**src/rtl/arb_mux_reg.sv**
```systemverilog
// arb_mux_reg: N-to-1 valid/ready bus mux with a registered output stage,
// steered either by sel or by fair round-robin arbitration among requesters.
module arb_mux_reg #(
    parameter int WIDTH = 8,
    parameter int NUM_CH = 8,
    localparam int SEL_W = $clog2(NUM_CH)
) (
    input  logic                    clk,
    input  logic                    reset,
    input  logic                    rr_en,
    input  logic [SEL_W-1:0]        sel,
    input  logic [NUM_CH*WIDTH-1:0] in_data,
    input  logic [NUM_CH-1:0]       in_valid,
    output logic [NUM_CH-1:0]       in_ready,
    output logic [WIDTH-1:0]        out_data,
    output logic [SEL_W-1:0]        out_ch,
    output logic                    out_valid,
    input  logic                    out_ready,
    output logic                    sel_err
);
    localparam logic [SEL_W:0] NC = (SEL_W+1)'(NUM_CH);
    logic             load_ok, sel_ok, rr_found, has_grant, xfer;
    logic [SEL_W-1:0] rr_ptr, rr_grant, grant, idx;
    assign load_ok   = !out_valid || out_ready;
    assign sel_ok    = {1'b0, sel} < NC;
    // Scan downwards so the channel closest to rr_ptr is the last (winning) assignment.
    always_comb begin
        rr_found = 1'b0;
        rr_grant = '0;
        idx = '0;
        for (int k = NUM_CH - 1; k >= 0; k--) begin
            idx = SEL_W'((int'(rr_ptr) + k) % NUM_CH);
            if (in_valid[idx]) begin
                rr_found = 1'b1;
                rr_grant = idx;
            end
        end
    end
    assign has_grant = rr_en ? rr_found : sel_ok;
    assign grant     = rr_en ? rr_grant : (sel_ok ? sel : '0);
    assign in_ready  = (has_grant && load_ok && !reset) ? (NUM_CH'(1) << grant) : '0;
    assign xfer      = |(in_ready & in_valid);
    always_ff @(posedge clk or posedge reset) begin
        if (reset) begin
            out_valid <= 1'b0;
            out_data  <= '0;
            out_ch    <= '0;
            sel_err   <= 1'b0;
            rr_ptr    <= '0;
        end else begin
            sel_err <= !rr_en && !sel_ok && |in_valid;
            if (xfer) begin
                out_valid <= 1'b1;
                out_data  <= in_data[grant*WIDTH +: WIDTH];
                out_ch    <= grant;
            end else if (out_ready) begin
                out_valid <= 1'b0;
            end
            if (xfer && rr_en)
                rr_ptr <= (grant == SEL_W'(NUM_CH - 1)) ? '0 : grant + 1'b1;
        end
    end
endmodule
```
**config.mk**
```make
export PLATFORM = sky130hd
export DESIGN_NAME = arb_mux_reg
export DESIGN_NICKNAME = d
export VERILOG_FILES = /design/src/rtl/arb_mux_reg.sv
export SDC_FILE = /design/constraint.sdc
export NUM_CORES = 1
export LEC_CHECK = 0
export ABC_AREA = 1
export CORE_MARGIN = 2
export CORE_UTILIZATION = 38
export CTS_CLUSTER_DIAMETER = 100
export DETAILED_ROUTE_END_ITERATION = 8
export PLACE_DENSITY = 0.88
export SLEW_MARGIN = 30
export SYNTH_ARGS = -nofsm -noshare
export SYNTH_HDL_FRONTEND = slang
export SYNTH_SLANG_ARGS = --single-unit
```
**constraint.sdc**
```tcl
create_clock -name clk -period 3.6 [get_ports clk]
set_clock_uncertainty 0.15 [all_clocks]
set_input_delay 0.72 -clock clk [delete_from_list [all_inputs] [get_ports clk]]
set_output_delay 0.72 -clock clk [all_outputs]
set_load 0.01 [all_outputs]
```
==> impl_results.html, run 1 <==
<table>
<tr><th>Metric</th><th>Value</th></tr>
<tr><th colspan="2">Floorplan</th></tr>
<tr><td>Die boundary width</td><td>78.04 µm</td></tr>
<tr><td>Die Height</td><td>78.04 µm</td></tr>
<tr><td>Core Area</td><td>0.005205 mm²</td></tr>
<tr><td>Initial core utilization</td><td>0.4002</td></tr>
<tr><td>Area of the die</td><td>0.006090 mm²</td></tr>
<tr><td>I/O Pins</td><td>100</td></tr>
<tr><td>Standard-cell rows</td><td>26</td></tr>
<tr><th colspan="2">Synth</th></tr>
<tr><td>Dominant cell by count in the synthesized netlist</td><td>sky130_fd_sc_hd__nand2_1</td></tr>
<tr><td>Cell types occupying the most area after synthesis</td><td>sky130_fd_sc_hd__nand2_1, sky130_fd_sc_hd__dfrtp_1, sky130_fd_sc_hd__nand3_1</td></tr>
<tr><td>Net Count, Synth</td><td>between 400 and 500</td></tr>
<tr><td>Flip-flop and latch count after synthesis</td><td>15</td></tr>
<tr><td>List of most frequent post-synthesis cells</td><td>sky130_fd_sc_hd__nand2_1, sky130_fd_sc_hd__nand3_1, sky130_fd_sc_hd__inv_1</td></tr>
<tr><td>Cells after synthesis</td><td>361</td></tr>
<tr><td>Share of synthesized area occupied by flip-flops and latches</td><td>0.1802</td></tr>
<tr><td>Main flop type after synthesis</td><td>sky130_fd_sc_hd__dfrtp_1</td></tr>
<tr><td>Biggest area consumer among synthesized cells</td><td>sky130_fd_sc_hd__nand2_1</td></tr>
<tr><td>Fraction of registers with async set/reset</td><td>1.000</td></tr>
<tr><td>Synth warn</td><td>0</td></tr>
<tr><td>Netlist area before placement</td><td>0.002083 mm²</td></tr>
<tr><td>Per-instance average area after synthesis</td><td>5.771 µm²</td></tr>
<tr><td>Number of enable flip-flop cells after synthesis</td><td>0</td></tr>
<tr><td>Fraction of post-synthesis cell area in the top cell type by area</td><td>0.2505</td></tr>
<tr><td>Number of distinct library cells after synthesis</td><td>28</td></tr>
<tr><th colspan="2">Placed design</th></tr>
<tr><td>Cell count after placement</td><td>555</td></tr>
<tr><td>Global placer's final weighted congestion</td><td>0.9195</td></tr>
<tr><td>Post-DP Area</td><td>0.003377 mm²</td></tr>
<tr><td>Worst setup slack after placement</td><td>-0.6483 ns</td></tr>
<tr><td>Placed wire-length estimate</td><td>6049 µm</td></tr>
<tr><td>Number of port buffers</td><td>just under 100</td></tr>
<tr><th colspan="2">CTS</th></tr>
<tr><td>CTS tree</td><td>built</td></tr>
<tr><td>Hold_buf cts</td><td>0</td></tr>
<tr><td>Clock transition at the registers of the reported paths</td><td>0.06 ns</td></tr>
<tr><td>Worst skew pair latency</td><td>0.24 ns</td></tr>
<tr><td>Sinks on the clock net</td><td>15</td></tr>
<tr><td>CTS root buffer</td><td>sky130_fd_sc_hd__clkbuf_8</td></tr>
<tr><td>Clock buffers created by TritonCTS</td><td>3</td></tr>
<tr><td>H-tree depth</td><td>1</td></tr>
<tr><td>Number of buffers between clock root and the deepest sink</td><td>2</td></tr>
<tr><th colspan="2">Critical path</th></tr>
<tr><td>Worst setup SP type</td><td>input pin</td></tr>
<tr><td>Slowest cell on the critical path</td><td>sky130_fd_sc_hd__dlygate4sd2_1</td></tr>
<tr><td>R2r startpoint</td><td>rr_ptr[1]</td></tr>
<tr><td>Cell class contributing the biggest share of worst-path delay</td><td>simple AND/OR/NAND/NOR gates</td></tr>
<tr><td>Worst R2R Path Depth</td><td>28</td></tr>
<tr><td>Crit path kind</td><td>input pin to output pin</td></tr>
<tr><td>Critical-path cell list</td><td>dlygate4sd2_1 -&gt; nand2_2 -&gt; nand3_1 -&gt; nand3_1 -&gt; nand2_1 -&gt; inv_2 -&gt; nor2_1 -&gt; nand2_1 -&gt; nand3_1 -&gt; nand2_1 -&gt; nand2_1 -&gt; nand2_1 -&gt; nand2_1 -&gt; nand2_2 -&gt; nand2_4 -&gt; ha_4 -&gt; ha_4 -&gt; inv_1 -&gt; nor2_2 -&gt; buf_2</td></tr>
<tr><td>Number of buffers and inverters on the critical path</td><td>4</td></tr>
<tr><td>Delay of the slowest cell on the worst path</td><td>0.27 ns</td></tr>
<tr><td>Worst path most repeated cell</td><td>sky130_fd_sc_hd__nand2_1</td></tr>
<tr><td>CP Capture Point</td><td>in_ready[7]</td></tr>
<tr><td>Critical path launch point</td><td>in_valid[4]</td></tr>
<tr><td>Data arrival time of the critical path</td><td>2.69 ns</td></tr>
<tr><td>Logic depth of the worst setup path including buffers</td><td>20</td></tr>
<tr><td>Worst-path maximum fanout</td><td>3</td></tr>
<tr><td>Setup slack of the worst register-to-register path</td><td>a little under 0.4 ns</td></tr>
<tr><td>End of the worst register-to-register path</td><td>out_data[1]</td></tr>
<tr><td>CP endpoint kind</td><td>output pin</td></tr>
<tr><td>Data required time at the worst endpoint</td><td>approximately 2.7 ns</td></tr>
<tr><th colspan="2">Timing</th></tr>
<tr><td>Hold Vio Cnt, Final</td><td>0</td></tr>
<tr><td>Crit share post-route</td><td>0.9885</td></tr>
<tr><td>Shortest period the worst path allows</td><td>3.559 ns</td></tr>
<tr><td>Setup ws final</td><td>0.04125 ns</td></tr>
<tr><td>Maximum frequency from static timing analysis</td><td>281.0 MHz</td></tr>
<tr><td>Final worst hold slack</td><td>between 0.3 and 0.4 ns</td></tr>
<tr><td>Max-slew violation count</td><td>0</td></tr>
<tr><td>RSZ-0062 raised after global routing</td><td>true</td></tr>
<tr><td>Count of final setup violators</td><td>0</td></tr>
<tr><th colspan="2">Finish</th></tr>
<tr><td>Layout filler cell count</td><td>421</td></tr>
<tr><td>Fraction of final layout cells sized beyond drive strength 1</td><td>0.2353</td></tr>
<tr><td>Inserted Diodes</td><td>0</td></tr>
<tr><td>Final nets</td><td>approximately 580</td></tr>
<tr><td>Count of non-filler cells in the finished layout</td><td>563</td></tr>
<tr><td>Layout Area Growth over Synthesis</td><td>72.31%</td></tr>
<tr><td>Area of all placed cells without fillers</td><td>0.003590 mm²</td></tr>
<tr><th colspan="2">Drt</th></tr>
<tr><td>WL per Instance</td><td>13.42 µm</td></tr>
<tr><td>Post-Route WL</td><td>7555 µm</td></tr>
<tr><td>DR DRC count</td><td>0</td></tr>
<tr><td>First DRT Iteration DRCs</td><td>91</td></tr>
<tr><td>Via count</td><td>2847</td></tr>
<tr><td>Post-detailed-route count of antenna-violating nets</td><td>0</td></tr>
<tr><td>Average via count per standard cell</td><td>5.057</td></tr>
<tr><td>Detailed Routing Iterations Pass 1</td><td>5</td></tr>
<tr><th colspan="2">Power and ir drop</th></tr>
<tr><td>Gate power share</td><td>0.864</td></tr>
<tr><td>Max VDD drop</td><td>0.4182 mV</td></tr>
<tr><td>Switching Power</td><td>between 1.5 and 2 mW</td></tr>
<tr><td>Clk pwr share</td><td>0.040</td></tr>
<tr><td>Leakage component of the power</td><td>1.797 nW</td></tr>
<tr><td>Fraction of power spent switching nets</td><td>0.5253</td></tr>
<tr><td>Portion of total power attributed to sequential cells</td><td>0.096</td></tr>
<tr><td>Design internal power</td><td>1.592 mW</td></tr>
<tr><td>Total power</td><td>3.353 mW</td></tr>
<tr><td>Cell Pwr Density</td><td>934.0 mW/mm²</td></tr>
<tr><th colspan="2">Job</th></tr>
<tr><td>Max-cap violations</td><td>0</td></tr>
<tr><th colspan="2">Global routing</th></tr>
<tr><td>First-pass GRT wire length</td><td>12070 µm</td></tr>
<tr><td>Number of antenna violations at the first check in global routing</td><td>0</td></tr>
<tr><td>Largest net degree at the start of global routing</td><td>32</td></tr>
<tr><td>Total global routing overflow</td><td>0</td></tr>
<tr><td>Overall track demand over capacity in global routing</td><td>0.2410</td></tr>
<tr><td>Via count of the first global-routing pass</td><td>2819</td></tr>
<tr><th colspan="2">Worst hold path</th></tr>
<tr><td>Tightest Hold Check Type</td><td>flop to flop</td></tr>
<tr><th colspan="2">Run status</th></tr>
<tr><td>Status</td><td>complete, no violations</td></tr>
</table>
[stage by stage]
step                      setup TNS (ns)    util
final                                  0  0.6897
after global routing             -0.3476  0.6897
after CTS                              0  0.6666
after detailed placement          -6.428  0.6488
after global placement            -4.575  0.6488
after floorplan                        0       -
[power groups by stage]
stage | Clock (mW) | Sequential (mW) | Combinational (mW)
after floorplan | 0 | 0.325 | 1.66
after CTS | 0.136 | 0.314 | 2.69
after global routing | 0.150 | 0.331 | 3.17
final | 0.135 | 0.321 | 2.90
after detailed placement | 0 | 0.313 | 2.61
after global placement | 0 | 0.317 | 2.54
[sequential cells by signal (all words and copies together) (netlist names)]
| register | cells |
|---|---|
| out_ch | 3 |
| out_data | 8 |
| out_valid | 1 |
| rr_ptr | 3 |
[cell usage in the layout (no fill, tap or decap)]
master,n
sky130_fd_sc_hd__nand2_1,127
sky130_fd_sc_hd__clkdlybuf4s50_1,82
sky130_fd_sc_hd__nand3_1,55
sky130_fd_sc_hd__buf_4,41
sky130_fd_sc_hd__inv_1,35
sky130_fd_sc_hd__a21oi_1,19
sky130_fd_sc_hd__o211ai_1,16
sky130_fd_sc_hd__nand2_2,15
sky130_fd_sc_hd__dfrtp_1,14
sky130_fd_sc_hd__inv_2,12
sky130_fd_sc_hd__nand3_2,10
sky130_fd_sc_hd__nor2_1,10
sky130_fd_sc_hd__dlygate4sd2_1,8
sky130_fd_sc_hd__nand4_1,7
sky130_fd_sc_hd__nand2_4,5
sky130_fd_sc_hd__nor2_2,4
sky130_fd_sc_hd__ha_4,4
sky130_fd_sc_hd__clkbuf_8,3
sky130_fd_sc_hd__clkbuf_2,3
sky130_fd_sc_hd__buf_2,3
sky130_fd_sc_hd__buf_12,3
sky130_fd_sc_hd__nor2_8,2
sky130_fd_sc_hd__buf_6,2
sky130_fd_sc_hd__inv_4,1
sky130_fd_sc_hd__xnor2_4,1
sky130_fd_sc_hd__o21ai_4,1
sky130_fd_sc_hd__nor2b_1,1
sky130_fd_sc_hd__o211ai_4,1
sky130_fd_sc_hd__a21oi_2,1
sky130_fd_sc_hd__or2_2,1
sky130_fd_sc_hd__nor2_4,1
sky130_fd_sc_hd__conb_1,1
sky130_fd_sc_hd__clkbuf_1,1
sky130_fd_sc_hd__clkdlybuf4s15_1,1
sky130_fd_sc_hd__clkdlybuf4s15_2,1
sky130_fd_sc_hd__dfrtp_2,1
[worst min path at each step]
stage,startpoint,endpoint,slack [ns],depth (start not counted)
6_report,out_ch[2],out_ch[2],0.33,2
5_1_grt,out_ch[2],out_ch[2],0.35,2
2_1_floorplan,out_ch[0],out_ch[0],0.36,2
3_3_place_gp,out_ch[2],out_ch[2],0.31,2
3_5_place_dp,out_ch[0],out_ch[0],0.32,2
4_1_cts,out_ch[2],out_ch[2],0.33,2
[worst min-delay path: stages, from the launching register on]
cell                      delay [ns]
sky130_fd_sc_hd__dfrtp_1        0.34
sky130_fd_sc_hd__nand2_1        0.06
sky130_fd_sc_hd__nand2_1        0.05
[cells by family after synthesis]
kind of cell,share of synthesized area
DFF,0.1802
adders and majority gates,0.02402
buffers and inverters,0.1369
xor gates and xnor gates,0.007810
AOI/OAI and AO/OA,0.1177
and+or+nand+nor,0.5315
other,0.001800
[area by class of cell]
cell class                      instances  area, µm²  share of cell area
Inverter                               48      182.7             0.05089
Multi-Input combinational cell        282       1565              0.4360
Sequential cell                        15      376.6              0.1049
Timing Repair Buffer                  144       1333              0.3712
Clock buffer                            4      45.04             0.01255
Tap cell                               70      87.58             0.02440
[layer usage]
layer  global-route usage  vias up  routed length, µm
li1                     -     1430                  -
met1               0.2732     1264               2900
met2               0.4466      125               3947
met3              0.02989       28                410
met4               0.1123        0                296
met5                    0        -                  0
[timing repair]
action / CTS / global route
endpoints found under the setup margin: 8 / 8
pin swaps: 5 / 15
setup buffers: 1 / 3
resized for setup: 43 / 30
gates cloned: 0 / 0
No activity file was read; power rests on OpenSTA's default activity.
==> run 2: changes to the inputs <==
--- a/config.mk
+++ b/config.mk
@@ -6,11 +6,12 @@
 export NUM_CORES = 1
 export LEC_CHECK = 0
 export ABC_AREA = 1
+export CAP_MARGIN = 20
 export CORE_MARGIN = 2
-export CORE_UTILIZATION = 38
+export CORE_UTILIZATION = 35
 export CTS_CLUSTER_DIAMETER = 100
 export DETAILED_ROUTE_END_ITERATION = 8
-export PLACE_DENSITY = 0.88
+export PLACE_DENSITY = 0.82
 export SLEW_MARGIN = 30
 export SYNTH_ARGS = -nofsm -noshare
 export SYNTH_HDL_FRONTEND = slang
==> impl_results.html, run 2 (synthesis results as in run 1) <==
<table>
<tr><th>Metric</th><th>Value</th></tr>
<tr><th colspan="2">Power and ir drop</th></tr>
<tr><td>Gate power share</td><td>0.876 (+0.012)</td></tr>
<tr><td>Total power</td><td>3.607 mW (+7.6%)</td></tr>
<tr><td>Max VDD drop</td><td>0.5039 mV (+20%)</td></tr>
<tr><td>Leakage component of the power</td><td>1.847 nW (+2.8%)</td></tr>
<tr><td>Clk pwr share</td><td>0.038 (-0.002)</td></tr>
<tr><td>Portion of total power attributed to sequential cells</td><td>0.086 (-0.010)</td></tr>
<tr><td>Switching Power</td><td>1.910 mW (+8.4%)</td></tr>
<tr><td>Design internal power</td><td>1.697 mW (+6.6%)</td></tr>
<tr><td>Cell Pwr Density</td><td>959.6 mW/mm² (+2.7%)</td></tr>
<tr><td>Fraction of power spent switching nets</td><td>0.5295 (+0.004189)</td></tr>
<tr><th colspan="2">Finish</th></tr>
<tr><td>Area of all placed cells without fillers</td><td>0.003759 mm² (+4.7%)</td></tr>
<tr><td>Area occupied by registers</td><td>375.4 µm² (-0.33%)</td></tr>
<tr><td>Most frequent standard cell in the layout excluding fill and tap cells</td><td>sky130_fd_sc_hd__nand2_1</td></tr>
<tr><td>Final nets</td><td>585 (+1.4%)</td></tr>
<tr><td>Layout Area Growth over Synthesis</td><td>80.42%</td></tr>
<tr><td>Largest reg by FF count</td><td>out_data</td></tr>
<tr><td>Most used cells in the layout excluding fill and tap cells</td><td>sky130_fd_sc_hd__nand2_1, sky130_fd_sc_hd__clkdlybuf4s50_1, sky130_fd_sc_hd__buf_4</td></tr>
<tr><td>Fraction of final layout cells sized beyond drive strength 1</td><td>0.2954 (+0.06012)</td></tr>
<tr><td>Count of non-filler cells in the finished layout</td><td>576 (+2.3%)</td></tr>
<tr><td>Inserted Diodes</td><td>0 (unchanged)</td></tr>
<tr><td>Utilization after layout</td><td>0.6424 (-0.04723)</td></tr>
<tr><td>Flip-flop count of the largest register after layout</td><td>8 (unchanged)</td></tr>
<tr><td>Area of the multi-input gates</td><td>0.001667 mm² (+6.5%)</td></tr>
<tr><td>Largest registers</td><td>out_data (8), out_ch (3), rr_ptr (3)</td></tr>
<tr><td>Layout filler cell count</td><td>533 (+27%)</td></tr>
<tr><th colspan="2">Timing</th></tr>
<tr><td>Maximum frequency from static timing analysis</td><td>278.7 MHz (-0.81%)</td></tr>
<tr><td>Max-slew violation count</td><td>0 (unchanged)</td></tr>
<tr><td>RSZ-0062 raised after global routing</td><td>true</td></tr>
<tr><td>Final sum of negative setup slack</td><td>0 ns (unchanged)</td></tr>
<tr><td>Hold Vio Cnt, Final</td><td>0 (unchanged)</td></tr>
<tr><td>Shortest period the worst path allows</td><td>3.588 ns (+0.02890 ns)</td></tr>
<tr><td>Crit share post-route</td><td>0.9966 (+0.008026)</td></tr>
<tr><td>Count of final setup violators</td><td>0 (unchanged)</td></tr>
<tr><th colspan="2">Floorplan</th></tr>
<tr><td>Die Height</td><td>81.15 µm (+4.0%)</td></tr>
<tr><td>Standard-cell rows</td><td>28 (+7.7%)</td></tr>
<tr><td>Die boundary width</td><td>81.15 µm (+4.0%)</td></tr>
<tr><td>Core Area</td><td>0.005851 mm² (+12%)</td></tr>
<tr><td>Area of the die</td><td>0.006585 mm² (+8.1%)</td></tr>
<tr><td>I/O Pins</td><td>100 (unchanged)</td></tr>
<tr><td>Initial core utilization</td><td>0.3561 (-0.04417)</td></tr>
<tr><th colspan="2">Critical path</th></tr>
<tr><td>Data arrival time of the critical path</td><td>2.72 ns (+0.03 ns)</td></tr>
<tr><td>Worst setup SP type</td><td>flop</td></tr>
<tr><td>Critical-path cell list</td><td>inv_2 -&gt; ha_4 -&gt; inv_8 -&gt; nand3_2 -&gt; nand3_2 -&gt; nand2_2 -&gt; inv_2 -&gt; buf_4 -&gt; nand4_1 -&gt; nand2_1 -&gt; inv_2 -&gt; nand3_2 -&gt; nand2_2 -&gt; nand2_2 -&gt; nand2_4 -&gt; ha_4 -&gt; ha_2 -&gt; inv_1 -&gt; nor2_2 -&gt; buf_2</td></tr>
<tr><td>Slowest cell on the critical path</td><td>sky130_fd_sc_hd__dfrtp_1</td></tr>
<tr><td>Delay of the slowest cell on the worst path</td><td>0.37 ns (+0.10 ns)</td></tr>
<tr><td>CP endpoint kind</td><td>output pin</td></tr>
<tr><td>Data required time at the worst endpoint</td><td>2.73 ns (about the same)</td></tr>
<tr><td>Worst-path maximum fanout</td><td>6 (+3)</td></tr>
<tr><td>Crit path kind</td><td>flop to output pin</td></tr>
<tr><th colspan="2">Drt</th></tr>
<tr><td>Post-Route WL</td><td>7922 µm (+4.9%)</td></tr>
<tr><td>Average via count per standard cell</td><td>5.078 (+0.42%)</td></tr>
<tr><td>Detailed Routing Iterations Pass 1</td><td>5 (unchanged)</td></tr>
<tr><td>Via count</td><td>2925 (+2.7%)</td></tr>
<tr><td>First DRT Iteration DRCs</td><td>140 (+54%)</td></tr>
<tr><td>Post-detailed-route count of antenna-violating nets</td><td>0 (unchanged)</td></tr>
<tr><td>DR DRC count</td><td>0 (unchanged)</td></tr>
<tr><td>WL per Instance</td><td>13.75 µm (+2.5%)</td></tr>
<tr><th colspan="2">Worst hold path</th></tr>
<tr><td>Tightest Hold Check Type</td><td>flop to flop</td></tr>
<tr><th colspan="2">Global routing</th></tr>
<tr><td>Via count of the first global-routing pass</td><td>2760 (-2.1%)</td></tr>
<tr><td>Total global routing overflow</td><td>0 (unchanged)</td></tr>
<tr><td>Number of antenna violations at the first check in global routing</td><td>0 (unchanged)</td></tr>
<tr><td>Largest net degree at the start of global routing</td><td>28 (-13%)</td></tr>
<tr><td>First-pass GRT wire length</td><td>12140 µm (+0.57%)</td></tr>
<tr><td>Overall track demand over capacity in global routing</td><td>0.2359 (-0.005146)</td></tr>
<tr><th colspan="2">CTS</th></tr>
<tr><td>Clock buffers created by TritonCTS</td><td>3 (unchanged)</td></tr>
<tr><td>CTS root buffer</td><td>sky130_fd_sc_hd__clkbuf_8</td></tr>
<tr><td>CTS tree</td><td>built</td></tr>
<tr><td>Hold_buf cts</td><td>0 (unchanged)</td></tr>
<tr><td>H-tree depth</td><td>1 (unchanged)</td></tr>
<tr><td>Clock transition at the registers of the reported paths</td><td>0.06 ns (about the same)</td></tr>
<tr><td>Worst skew pair latency</td><td>0.25 ns (about the same)</td></tr>
<tr><td>Sinks on the clock net</td><td>15 (unchanged)</td></tr>
<tr><td>Number of buffers between clock root and the deepest sink</td><td>2 (unchanged)</td></tr>
<tr><th colspan="2">Placed design</th></tr>
<tr><td>Placed wire-length estimate</td><td>6270 µm (+3.6%)</td></tr>
<tr><td>Global placer's final weighted congestion</td><td>0.9399 (+2.2%)</td></tr>
<tr><td>Post-DP Area</td><td>0.003398 mm² (+0.63%)</td></tr>
<tr><td>Cell count after placement</td><td>562 (+1.3%)</td></tr>
<tr><td>Number of port buffers</td><td>98 (unchanged)</td></tr>
<tr><th colspan="2">Job</th></tr>
<tr><td>Max-cap violations</td><td>0 (unchanged)</td></tr>
<tr><th colspan="2">Run status</th></tr>
<tr><td>Status</td><td>complete, no violations</td></tr>
</table>
-- run 2: cell types whose count changed in the layout (fill, tap and decap cells not counted), sizes merged --
cell | previous run | this run
dlygate4sd2 | 8 | 5
clkdlybuf4s15 | 2 | 5
buf | 49 | 57
clkbuf | 7 | 6
clkinv | 0 | 1
-- run 2: what timing repair did --
action,in CTS,in global routing
pin swaps,4,15
resized for setup,57,48
setup buffers,1,9
endpoints found under the setup margin,8,8
-- run 2: path summary, 6_finish.rpt --
path                          endpoint  slack [ns]  depth (start not counted)      start
setup / recovery           in_ready[7]        0.01                         20  rr_ptr[1]
hold / removal               out_ch[2]        0.32                          2  out_ch[2]
setup reg to reg           out_data[3]        0.38                         28  rr_ptr[1]
hold reg to reg              out_ch[2]        0.32                          2  out_ch[2]
max in group asynchronous    rr_ptr[2]        2.44                          3      reset
min in group asynchronous    out_valid        0.68                          3      reset
-- run 2: worst max-delay path, delay by kind of cell, from the launching register on --
kind | cells | cell delay [ns]
AND/OR/NAND/NOR | 10 | 0.88
adder cells (fa/ha/maj) | 3 | 0.66
flip-flops | 1 | 0.37
buffers and inverters | 7 | 0.56
-- run 2: final cells by class --
cell class | count | area share
multi-input combinational | 282 | 0.4434
tap | 75 | 0.02497
clock buffer | 3 | 0.01099
inverter | 48 | 0.04993
clock inverter | 1 | 0.001332
sequential | 15 | 0.09987
timing repair buffer | 152 | 0.3695
-- run 2: layer usage --
layer	GRT usage	share of wire	up-vias
li1	-	-	1444
met1	0.2671	0.39	1316
met2	0.4678	0.52	144
met3	0.03111	0.065	21
met4	0.04237	0.021	0
met5	0	0	-
-- run 2: metrics by stage --
step,worst slack [ns],hold WS [ns]
global route,-0.1553,0.3494
CTS,0.03460,0.3248
detailed placement,-0.6374,0.3096
finish,0.01236,0.3197
global placement,-0.5783,0.3079
floorplan,0.0004645,0.3557
-- run 2: power by group through the flow --
stage	clock [mW]	sequential, mW	combinational [mW]
after floorplan	0	0.325	1.66
after global placement	0	0.308	2.61
after detailed placement	0	0.311	2.64
after CTS	0.137	0.309	2.80
after global routing	0.146	0.321	3.46
final	0.136	0.310	3.16
